**src/rtl/scrypt_nonce_sched_if.sv**
```systemverilog
// Job, core and result signals of the nonce scheduler.
// The scheduler uses the slave modport; the host/core side uses master.
interface scrypt_nonce_sched_if #(
  parameter int HDR_W = 640
);
  logic             job_valid;
  logic             job_ready;
  logic [HDR_W-1:0] job_header;
  logic [31:0]      job_start;
  logic [31:0]      job_end;
  logic             abort;
  logic             core_enable;
  logic [HDR_W-1:0] core_data;
  logic             core_hash_done;
  logic             core_match_found;
  logic             found_valid;
  logic [31:0]      found_nonce;
  logic             found_ack;
  logic             done;
  logic             fault;
  logic [31:0]      hash_count;

  modport master (
    output job_valid, job_header, job_start, job_end, abort,
           core_hash_done, core_match_found, found_ack,
    input  job_ready, core_enable, core_data, found_valid, found_nonce,
           done, fault, hash_count
  );

  modport slave (
    input  job_valid, job_header, job_start, job_end, abort,
           core_hash_done, core_match_found, found_ack,
    output job_ready, core_enable, core_data, found_valid, found_nonce,
           done, fault, hash_count
  );
endinterface

```
**src/rtl/scrypt_nonce_sched.sv**
```systemverilog
// Sequences one scrypt core across an inclusive, wrapping nonce range,
// reporting matches with a hold-until-ack handshake plus done/fault status.
module scrypt_nonce_sched #(
  parameter int HDR_W     = 640,
  parameter int NONCE_LSB = 608,
  parameter int TIMEOUT   = 2**20
) (
  input logic                 clk,
  input logic                 rst,
  scrypt_nonce_sched_if.slave bus
);
  localparam int WD_W = $clog2(TIMEOUT + 1);
  // Last watchdog value before the fault fires: fault appears TIMEOUT cycles after ISSUE.
  localparam logic [WD_W-1:0] WD_LAST = WD_W'(TIMEOUT - 2);

  typedef enum logic [2:0] {
    S_IDLE,
    S_ISSUE,
    S_WAIT,
    S_FOUND,
    S_DONE
  } state_t;

  state_t           state_reg, state_next;
  logic [HDR_W-1:0] header_reg, header_next;
  logic [HDR_W-1:0] core_data_reg, core_data_next;
  logic [31:0]      cur_nonce_reg, cur_nonce_next;
  logic [31:0]      end_reg, end_next;
  logic [31:0]      hash_count_reg, hash_count_next;
  logic [31:0]      found_nonce_reg, found_nonce_next;
  logic             fault_reg, fault_next;
  logic [WD_W-1:0]  wdog_reg, wdog_next;
  logic             step;

  always_comb begin
    state_next       = state_reg;
    header_next      = header_reg;
    cur_nonce_next   = cur_nonce_reg;
    end_next         = end_reg;
    hash_count_next  = hash_count_reg;
    found_nonce_next = found_nonce_reg;
    fault_next       = fault_reg;
    wdog_next        = wdog_reg;
    step             = 1'b0;

    if (bus.abort && state_reg != S_IDLE) begin
      state_next = S_IDLE;
    end else begin
      case (state_reg)
        S_IDLE: begin
          if (bus.job_valid) begin
            header_next     = bus.job_header;
            cur_nonce_next  = bus.job_start;
            end_next        = bus.job_end;
            hash_count_next = 32'd0;
            fault_next      = 1'b0;
            state_next      = S_ISSUE;
          end
        end
        S_ISSUE: begin
          wdog_next  = '0;
          state_next = S_WAIT;
        end
        S_WAIT: begin
          wdog_next = wdog_reg + 1'b1;
          if (bus.core_hash_done) begin
            hash_count_next = hash_count_reg + 32'd1;
            if (bus.core_match_found) begin
              found_nonce_next = cur_nonce_reg;
              state_next       = S_FOUND;
            end else begin
              step = 1'b1;
            end
          end else if (wdog_reg == WD_LAST) begin
            fault_next = 1'b1;
            state_next = S_IDLE;
          end
        end
        S_FOUND: begin
          if (bus.found_ack) begin
            step = 1'b1;
          end
        end
        S_DONE: begin
          state_next = S_IDLE;
        end
        default: begin
          state_next = S_IDLE;
        end
      endcase

      // Range end is checked by nonce equality so a full 2^32 sweep terminates.
      if (step) begin
        if (cur_nonce_reg == end_reg) begin
          state_next = S_DONE;
        end else begin
          cur_nonce_next = cur_nonce_reg + 32'd1;
          state_next     = S_ISSUE;
        end
      end
    end

    core_data_next = core_data_reg;
    if (state_next == S_ISSUE) begin
      core_data_next                    = header_next;
      core_data_next[NONCE_LSB +: 32]   = cur_nonce_next;
    end
  end

  always_ff @(posedge clk) begin
    if (rst) begin
      state_reg       <= S_IDLE;
      header_reg      <= '0;
      core_data_reg   <= '0;
      cur_nonce_reg   <= 32'd0;
      end_reg         <= 32'd0;
      hash_count_reg  <= 32'd0;
      found_nonce_reg <= 32'd0;
      fault_reg       <= 1'b0;
      wdog_reg        <= '0;
    end else begin
      state_reg       <= state_next;
      header_reg      <= header_next;
      core_data_reg   <= core_data_next;
      cur_nonce_reg   <= cur_nonce_next;
      end_reg         <= end_next;
      hash_count_reg  <= hash_count_next;
      found_nonce_reg <= found_nonce_next;
      fault_reg       <= fault_next;
      wdog_reg        <= wdog_next;
    end
  end

  assign bus.job_ready   = (state_reg == S_IDLE);
  assign bus.core_enable = (state_reg == S_ISSUE);
  assign bus.core_data   = core_data_reg;
  assign bus.found_valid = (state_reg == S_FOUND);
  assign bus.found_nonce = found_nonce_reg;
  assign bus.done        = (state_reg == S_DONE);
  assign bus.fault       = fault_reg;
  assign bus.hash_count  = hash_count_reg;

endmodule

```
**src/flat_wrapper.sv**
```systemverilog
// flat-port wrapper written by rule: the top's interface ports become plain ports
module scrypt_nonce_sched_flat 
#(
  parameter int HDR_W     = 640,
  parameter int NONCE_LSB = 608,
  parameter int TIMEOUT   = 2**20
)
  (clk, rst, bus_job_valid, bus_job_header, bus_job_start, bus_job_end, bus_abort, bus_core_hash_done, bus_core_match_found, bus_found_ack, bus_job_ready, bus_core_enable, bus_core_data, bus_found_valid, bus_found_nonce, bus_done, bus_fault, bus_hash_count);
  scrypt_nonce_sched_if #(.HDR_W(HDR_W)) bus_i ();
  input logic clk;
  input logic rst;
  input wire logic [$bits(bus_i.job_valid)-1:0] bus_job_valid;
  input wire logic [$bits(bus_i.job_header)-1:0] bus_job_header;
  input wire logic [$bits(bus_i.job_start)-1:0] bus_job_start;
  input wire logic [$bits(bus_i.job_end)-1:0] bus_job_end;
  input wire logic [$bits(bus_i.abort)-1:0] bus_abort;
  input wire logic [$bits(bus_i.core_hash_done)-1:0] bus_core_hash_done;
  input wire logic [$bits(bus_i.core_match_found)-1:0] bus_core_match_found;
  input wire logic [$bits(bus_i.found_ack)-1:0] bus_found_ack;
  output wire logic [$bits(bus_i.job_ready)-1:0] bus_job_ready;
  output wire logic [$bits(bus_i.core_enable)-1:0] bus_core_enable;
  output wire logic [$bits(bus_i.core_data)-1:0] bus_core_data;
  output wire logic [$bits(bus_i.found_valid)-1:0] bus_found_valid;
  output wire logic [$bits(bus_i.found_nonce)-1:0] bus_found_nonce;
  output wire logic [$bits(bus_i.done)-1:0] bus_done;
  output wire logic [$bits(bus_i.fault)-1:0] bus_fault;
  output wire logic [$bits(bus_i.hash_count)-1:0] bus_hash_count;
  assign bus_i.job_valid = bus_job_valid;
  assign bus_i.job_header = bus_job_header;
  assign bus_i.job_start = bus_job_start;
  assign bus_i.job_end = bus_job_end;
  assign bus_i.abort = bus_abort;
  assign bus_i.core_hash_done = bus_core_hash_done;
  assign bus_i.core_match_found = bus_core_match_found;
  assign bus_i.found_ack = bus_found_ack;
  assign bus_job_ready = bus_i.job_ready;
  assign bus_core_enable = bus_i.core_enable;
  assign bus_core_data = bus_i.core_data;
  assign bus_found_valid = bus_i.found_valid;
  assign bus_found_nonce = bus_i.found_nonce;
  assign bus_done = bus_i.done;
  assign bus_fault = bus_i.fault;
  assign bus_hash_count = bus_i.hash_count;
  scrypt_nonce_sched #(.HDR_W(HDR_W), .NONCE_LSB(NONCE_LSB), .TIMEOUT(TIMEOUT)) u_core (.clk(clk), .rst(rst), .bus(bus_i));
endmodule
```
**config.mk**
```make
export PLATFORM = sky130hd
export DESIGN_NAME = scrypt_nonce_sched_flat
export DESIGN_NICKNAME = d
export VERILOG_FILES = /design/src/rtl/scrypt_nonce_sched_if.sv /design/src/rtl/scrypt_nonce_sched.sv /design/src/flat_wrapper.sv
export SDC_FILE = /design/constraint.sdc
export NUM_CORES = 2
export LEC_CHECK = 0
export BUFFER_PORTS_ARGS = -buffer_cell sky130_fd_sc_hd__buf_4
export CAP_MARGIN = 20
export CELL_PAD_IN_SITES_DETAIL_PLACEMENT = 1
export CELL_PAD_IN_SITES_GLOBAL_PLACEMENT = 2
export CORE_AREA = 5 5 547 549
export CTS_BUF_LIST = sky130_fd_sc_hd__clkbuf_8 sky130_fd_sc_hd__clkbuf_16
export DETAILED_ROUTE_END_ITERATION = 16
export DIE_AREA = 0 0 552 554
export PLACE_DENSITY = 0.54
export SLEW_MARGIN = 20
export SYNTH_ARGS = -nofsm -noshare
export SYNTH_HDL_FRONTEND = slang
export SYNTH_SLANG_ARGS = --single-unit
```
**constraint.sdc**
```tcl
create_clock -name clk -period 2.4 [get_ports clk]
set_input_delay 0.48 -clock clk [delete_from_list [all_inputs] [get_ports clk]]
set_output_delay 0.48 -clock clk [all_outputs]
set_load 0.01 [all_outputs]
```
==> flow_results.xml <==
<?xml version="1.0" encoding="UTF-8"?>
<metrics>
  <group name="timing">
    <metric name="max_freq" unit="MHz">399</metric>
    <metric name="finalCritPeriodShare" unit="%">104</metric>
    <metric name="pin_slew_with_the_least_headroom_to_its_limit" unit="ns">0.827</metric>
    <metric name="final_hold_viol_count" unit="">0</metric>
    <metric name="post_layout_worst_setup_margin" unit="ns">-0.104</metric>
    <metric name="skew" unit="ns">0.0626</metric>
    <metric name="hold_ws" unit="ns">0.0676</metric>
    <metric name="grt_setup_unrepaired" unit="">yes</metric>
    <metric name="final.min_clock_period" unit="ns">2.50</metric>
    <metric name="report.final.setup_viol" unit="">320</metric>
    <metric name="setup_total_negative_slack" unit="ns">-11.56</metric>
    <metric name="final_max_slew_viol_count" unit="">0</metric>
    <metric name="headroom_to_the_max_slew_limit" unit="%">44.3</metric>
  </group>
  <group name="logic_synthesis">
    <metric name="synth_fa_ha_area_share" unit="%">0.0966</metric>
    <metric name="synthesis.yosys.warnings" unit="">0</metric>
    <metric name="main_combinational_cell_family_by_area_after_synthesis" unit="">compound AO/OA/AOI/OAI gates</metric>
    <metric name="number_of_enable_flip_flop_cells_after_synthesis" unit="">0</metric>
    <metric name="yosys_register_bits" unit="">1401</metric>
    <metric name="synth_async_sr_flop_share" unit="%">0</metric>
    <metric name="postSynthAreaPerCell" unit="µm²">10.3</metric>
    <metric name="synthesis.instances" unit="">5042</metric>
    <metric name="seq_area_frac_synth" unit="%">54.2</metric>
    <metric name="synth_simple_gate_area_share" unit="%">12.9</metric>
    <metric name="yosys_most_used_dff" unit="">sky130_fd_sc_hd__dfxtp_1</metric>
    <metric name="synthesis.nets" unit="">5757</metric>
    <metric name="muxShareOfSynthArea" unit="%">11.9</metric>
    <metric name="synthDistinctLibCells" unit="">65</metric>
    <metric name="synth_area" unit="mm²">0.0518</metric>
    <metric name="xor_xnor_cell_area_share_of_the_yosys_netlist" unit="%">1.59</metric>
    <metric name="synth_compound_gate_area_share" unit="%">15.1</metric>
  </group>
  <group name="run_status">
    <metric name="failed_checks" unit="">negative setup slack</metric>
    <metric name="outcome" unit="">finished with violations</metric>
  </group>
  <group name="worst_setup_path">
    <metric name="critical_path.slowest_cell" unit="">sky130_fd_sc_hd__dfxtp_2</metric>
    <metric name="crit_type" unit="">reg2reg</metric>
    <metric name="slowest_delay" unit="ns">0.33</metric>
    <metric name="startpoint_type" unit="">flip-flop</metric>
    <metric name="worst-endpoint-required" unit="ns">3.13</metric>
    <metric name="critical_path.cell_chain" unit="">xnor2_2 -&gt; nand4_1 -&gt; nor4_4 -&gt; buf_4 -&gt; a21bo_4 -&gt; o21ai_4 -&gt; buf_12 -&gt; buf_16 -&gt; buf_8 -&gt; nor2_1 -&gt; a211oi_2</metric>
    <metric name="path_max_fanout" unit="">21</metric>
    <metric name="worst_setup_path_end_kind" unit="">flip-flop</metric>
    <metric name="worstPathArrival" unit="ns">3.24</metric>
  </group>
  <group name="finish">
    <metric name="fin_nets" unit="">8005</metric>
    <metric name="largest_register_ffs" unit="">640</metric>
    <metric name="regArea" unit="mm²">0.0281</metric>
    <metric name="final_instance_count_without_filler_cells" unit="">11381</metric>
    <metric name="stdcell_area" unit="mm²">0.0828</metric>
    <metric name="layout-drive-gt1-share" unit="%">36.3</metric>
    <metric name="final.fill_count" unit="">33409</metric>
    <metric name="area_delta_synth_final" unit="%">59.8</metric>
    <metric name="finalCoreUtilization" unit="%">28.2</metric>
    <metric name="multi_input_comb_area" unit="mm²">0.0221</metric>
    <metric name="layout.cells.most_common" unit="">sky130_fd_sc_hd__buf_4</metric>
    <metric name="most-common-layout-cells" unit="">sky130_fd_sc_hd__buf_4 (1,729), sky130_fd_sc_hd__dfxtp_1 (1,384), sky130_fd_sc_hd__nor2_1 (1,261)</metric>
  </group>
  <group name="floorplan">
    <metric name="die-area" unit="mm²">0.306</metric>
    <metric name="initial_core_util" unit="%">17.7</metric>
    <metric name="dieHeight" unit="µm">554</metric>
    <metric name="die_w" unit="µm">552</metric>
    <metric name="num_io_pins" unit="">1420</metric>
    <metric name="placementRows" unit="">199</metric>
    <metric name="floorplan.core_area" unit="mm²">0.293</metric>
  </group>
  <group name="cts">
    <metric name="tritoncts.num_buffers" unit="">178</metric>
    <metric name="insertion_delay" unit="ns">0.84</metric>
    <metric name="tritoncts_num_sinks" unit="">1401</metric>
    <metric name="worst_path_clk_slew" unit="ns">0.05</metric>
    <metric name="clock_tree_from_tritoncts" unit="">built</metric>
    <metric name="ctsLongestPathBuffers" unit="">4</metric>
    <metric name="buffer_cell_driving_the_clock_tree_root" unit="">sky130_fd_sc_hd__clkbuf_16</metric>
    <metric name="ctsHtreeMaxLevel" unit="">4</metric>
  </group>
  <group name="drt">
    <metric name="detail_route.iter0.violations" unit="">2041</metric>
    <metric name="detail_route.wirelength" unit="µm">250000</metric>
    <metric name="drt_first_pass_iters" unit="">5</metric>
    <metric name="post_drt_via_cell_ratio" unit="">4.02</metric>
    <metric name="vias" unit="">45771</metric>
    <metric name="drt.antenna.violating_nets" unit="">0</metric>
    <metric name="routed_wire_length_per_instance" unit="µm">22.0</metric>
    <metric name="drc_errors" unit="">0</metric>
  </group>
  <group name="placement">
    <metric name="cell_total_after_placement" unit="">10377</metric>
    <metric name="detailedPlacementHpwl" unit="µm">195000</metric>
    <metric name="dpl_cell_area" unit="mm²">0.0693</metric>
    <metric name="place_worst_setup_slack" unit="ns">-0.405</metric>
    <metric name="port_buffers" unit="">1387</metric>
    <metric name="gpl.final_weighted_congestion" unit="">0.796</metric>
  </group>
  <group name="job">
    <metric name="drv_cap" unit="">0</metric>
  </group>
  <group name="global_routing">
    <metric name="track_usage" unit="%">15.6</metric>
    <metric name="gr-total-overflow" unit="">0</metric>
    <metric name="largest_net_degree_at_the_start_of_global_routing" unit="">103</metric>
    <metric name="grt_pass1_vias" unit="">48508</metric>
    <metric name="grt_pass1_wl" unit="µm">355000</metric>
    <metric name="number_of_antenna_violations_at_the_first_check_in_global_routing" unit="">83</metric>
  </group>
  <group name="power_and_ir_drop">
    <metric name="vdd_drop_max" unit="mV">0.482</metric>
    <metric name="finalPower" unit="mW">66.4</metric>
    <metric name="power-per-cell-area" unit="mW/mm²">802</metric>
    <metric name="cellLeakagePower" unit="nW">34.5</metric>
  </group>
  <group name="hold_path">
    <metric name="worst_hold_path_class" unit="">in2reg</metric>
  </group>
</metrics>
==> what timing repair did <==
item	in CTS	in global routing
hold buffers	637	0
gates resized for setup	76	129
pin swaps	4	19
hold endpoints to repair	916	0
endpoints found under the setup margin	537	694
buffers inserted	2	6
cloned	0	7
==> power breakdown <==
part | switching, mW | total [mW] | internal, mW | leakage (nW)
Clock | 11.0 | 27.7 | 16.6 | 3.13
Combinational | 6.63 | 12.5 | 5.85 | 19.8
Sequential | 1.04 | 26.2 | 25.2 | 11.6
Total | 18.7 | 66.4 | 47.7 | 34.5
==> synth_stat cells, types with 5 or more instances <==
cell type | instances | share of area (%)
sky130_fd_sc_hd__clkbuf_1 | 186 | 1.3
sky130_fd_sc_hd__nand2_1 | 199 | 1.4
sky130_fd_sc_hd__or3_1 | 7 | 0.085
sky130_fd_sc_hd__a21oi_1 | 110 | 1.1
sky130_fd_sc_hd__and3_1 | 7 | 0.085
sky130_fd_sc_hd__nor4_1 | 9 | 0.11
sky130_fd_sc_hd__a211oi_1 | 218 | 3.2
sky130_fd_sc_hd__o22ai_1 | 7 | 0.085
sky130_fd_sc_hd__buf_6 | 47 | 1.0
sky130_fd_sc_hd__inv_1 | 15 | 0.11
sky130_fd_sc_hd__xnor2_1 | 60 | 1.0
sky130_fd_sc_hd__nor2b_1 | 5 | 0.060
sky130_fd_sc_hd__nand4_1 | 30 | 0.36
sky130_fd_sc_hd__and2_1 | 5 | 0.060
sky130_fd_sc_hd__nor3_1 | 24 | 0.23
sky130_fd_sc_hd__nor2_1 | 1339 | 9.7
sky130_fd_sc_hd__o21a_1 | 13 | 0.19
sky130_fd_sc_hd__mux2i_1 | 615 | 12
sky130_fd_sc_hd__nand3_1 | 36 | 0.35
sky130_fd_sc_hd__o21ai_0 | 17 | 0.16
sky130_fd_sc_hd__nand2b_1 | 5 | 0.060
sky130_fd_sc_hd__xor2_1 | 34 | 0.57
sky130_fd_sc_hd__buf_2 | 179 | 1.7
sky130_fd_sc_hd__a211oi_2 | 401 | 9.7
sky130_fd_sc_hd__a22oi_1 | 7 | 0.10
sky130_fd_sc_hd__dfxtp_1 | 1401 | 54
==> layout make-up <==
type	instances	share of cell area, %
antenna	34	0.103
clock buffer	228	6.24
clock inverter	90	1.08
inverter	17	0.0771
multi-input combinational	3209	26.7
sequential	1401	33.9
tap	3919	5.93
timing repair buffer	2483	26.0
==> metal layers <==
metal	vias up	routed length, µm	GRT usage [%]
met4	42	5230	3.26
met1	22308	106000	18.9
met3	307	18800	5.22
li1	21896	-	-
met5	-	270	0
met2	1218	120000	26.6
==> path summary, 6_finish.rpt <==
path                                                  from                    endpoint  slack, ns  cells after the start
worst max register to register           u_core.end_reg[9]   u_core.bus.core_data[435]      -0.10                     11
worst min-delay path                   bus_job_header[576]      u_core.header_reg[576]       0.07                      3
worst max-delay path                     u_core.end_reg[9]   u_core.bus.core_data[435]      -0.10                     11
worst min register to register  u_core.bus.found_nonce[14]  u_core.bus.found_nonce[14]       0.45                      2
==> cell families after synthesis <==
kind of cell	count (synthesis)
AOI/OAI and AO/OA	811
and+or+nand+nor	1685
muxes	615
xor gates and xnor gates	94
buffers and inverters	432
DFF	1401
adders and majority gates	4
==> worst max-delay path, delay by kind of cell (launching register included) <==
kind                   cells  cell delay [ns]
AO/OA/AOI/OAI              3             0.61
buffers and inverters      4             0.82
XOR/XNOR                   1             0.14
flip-flops                 1             0.33
AND/OR/NAND/NOR            3             0.41
Power figures use the tool's default switching activity.
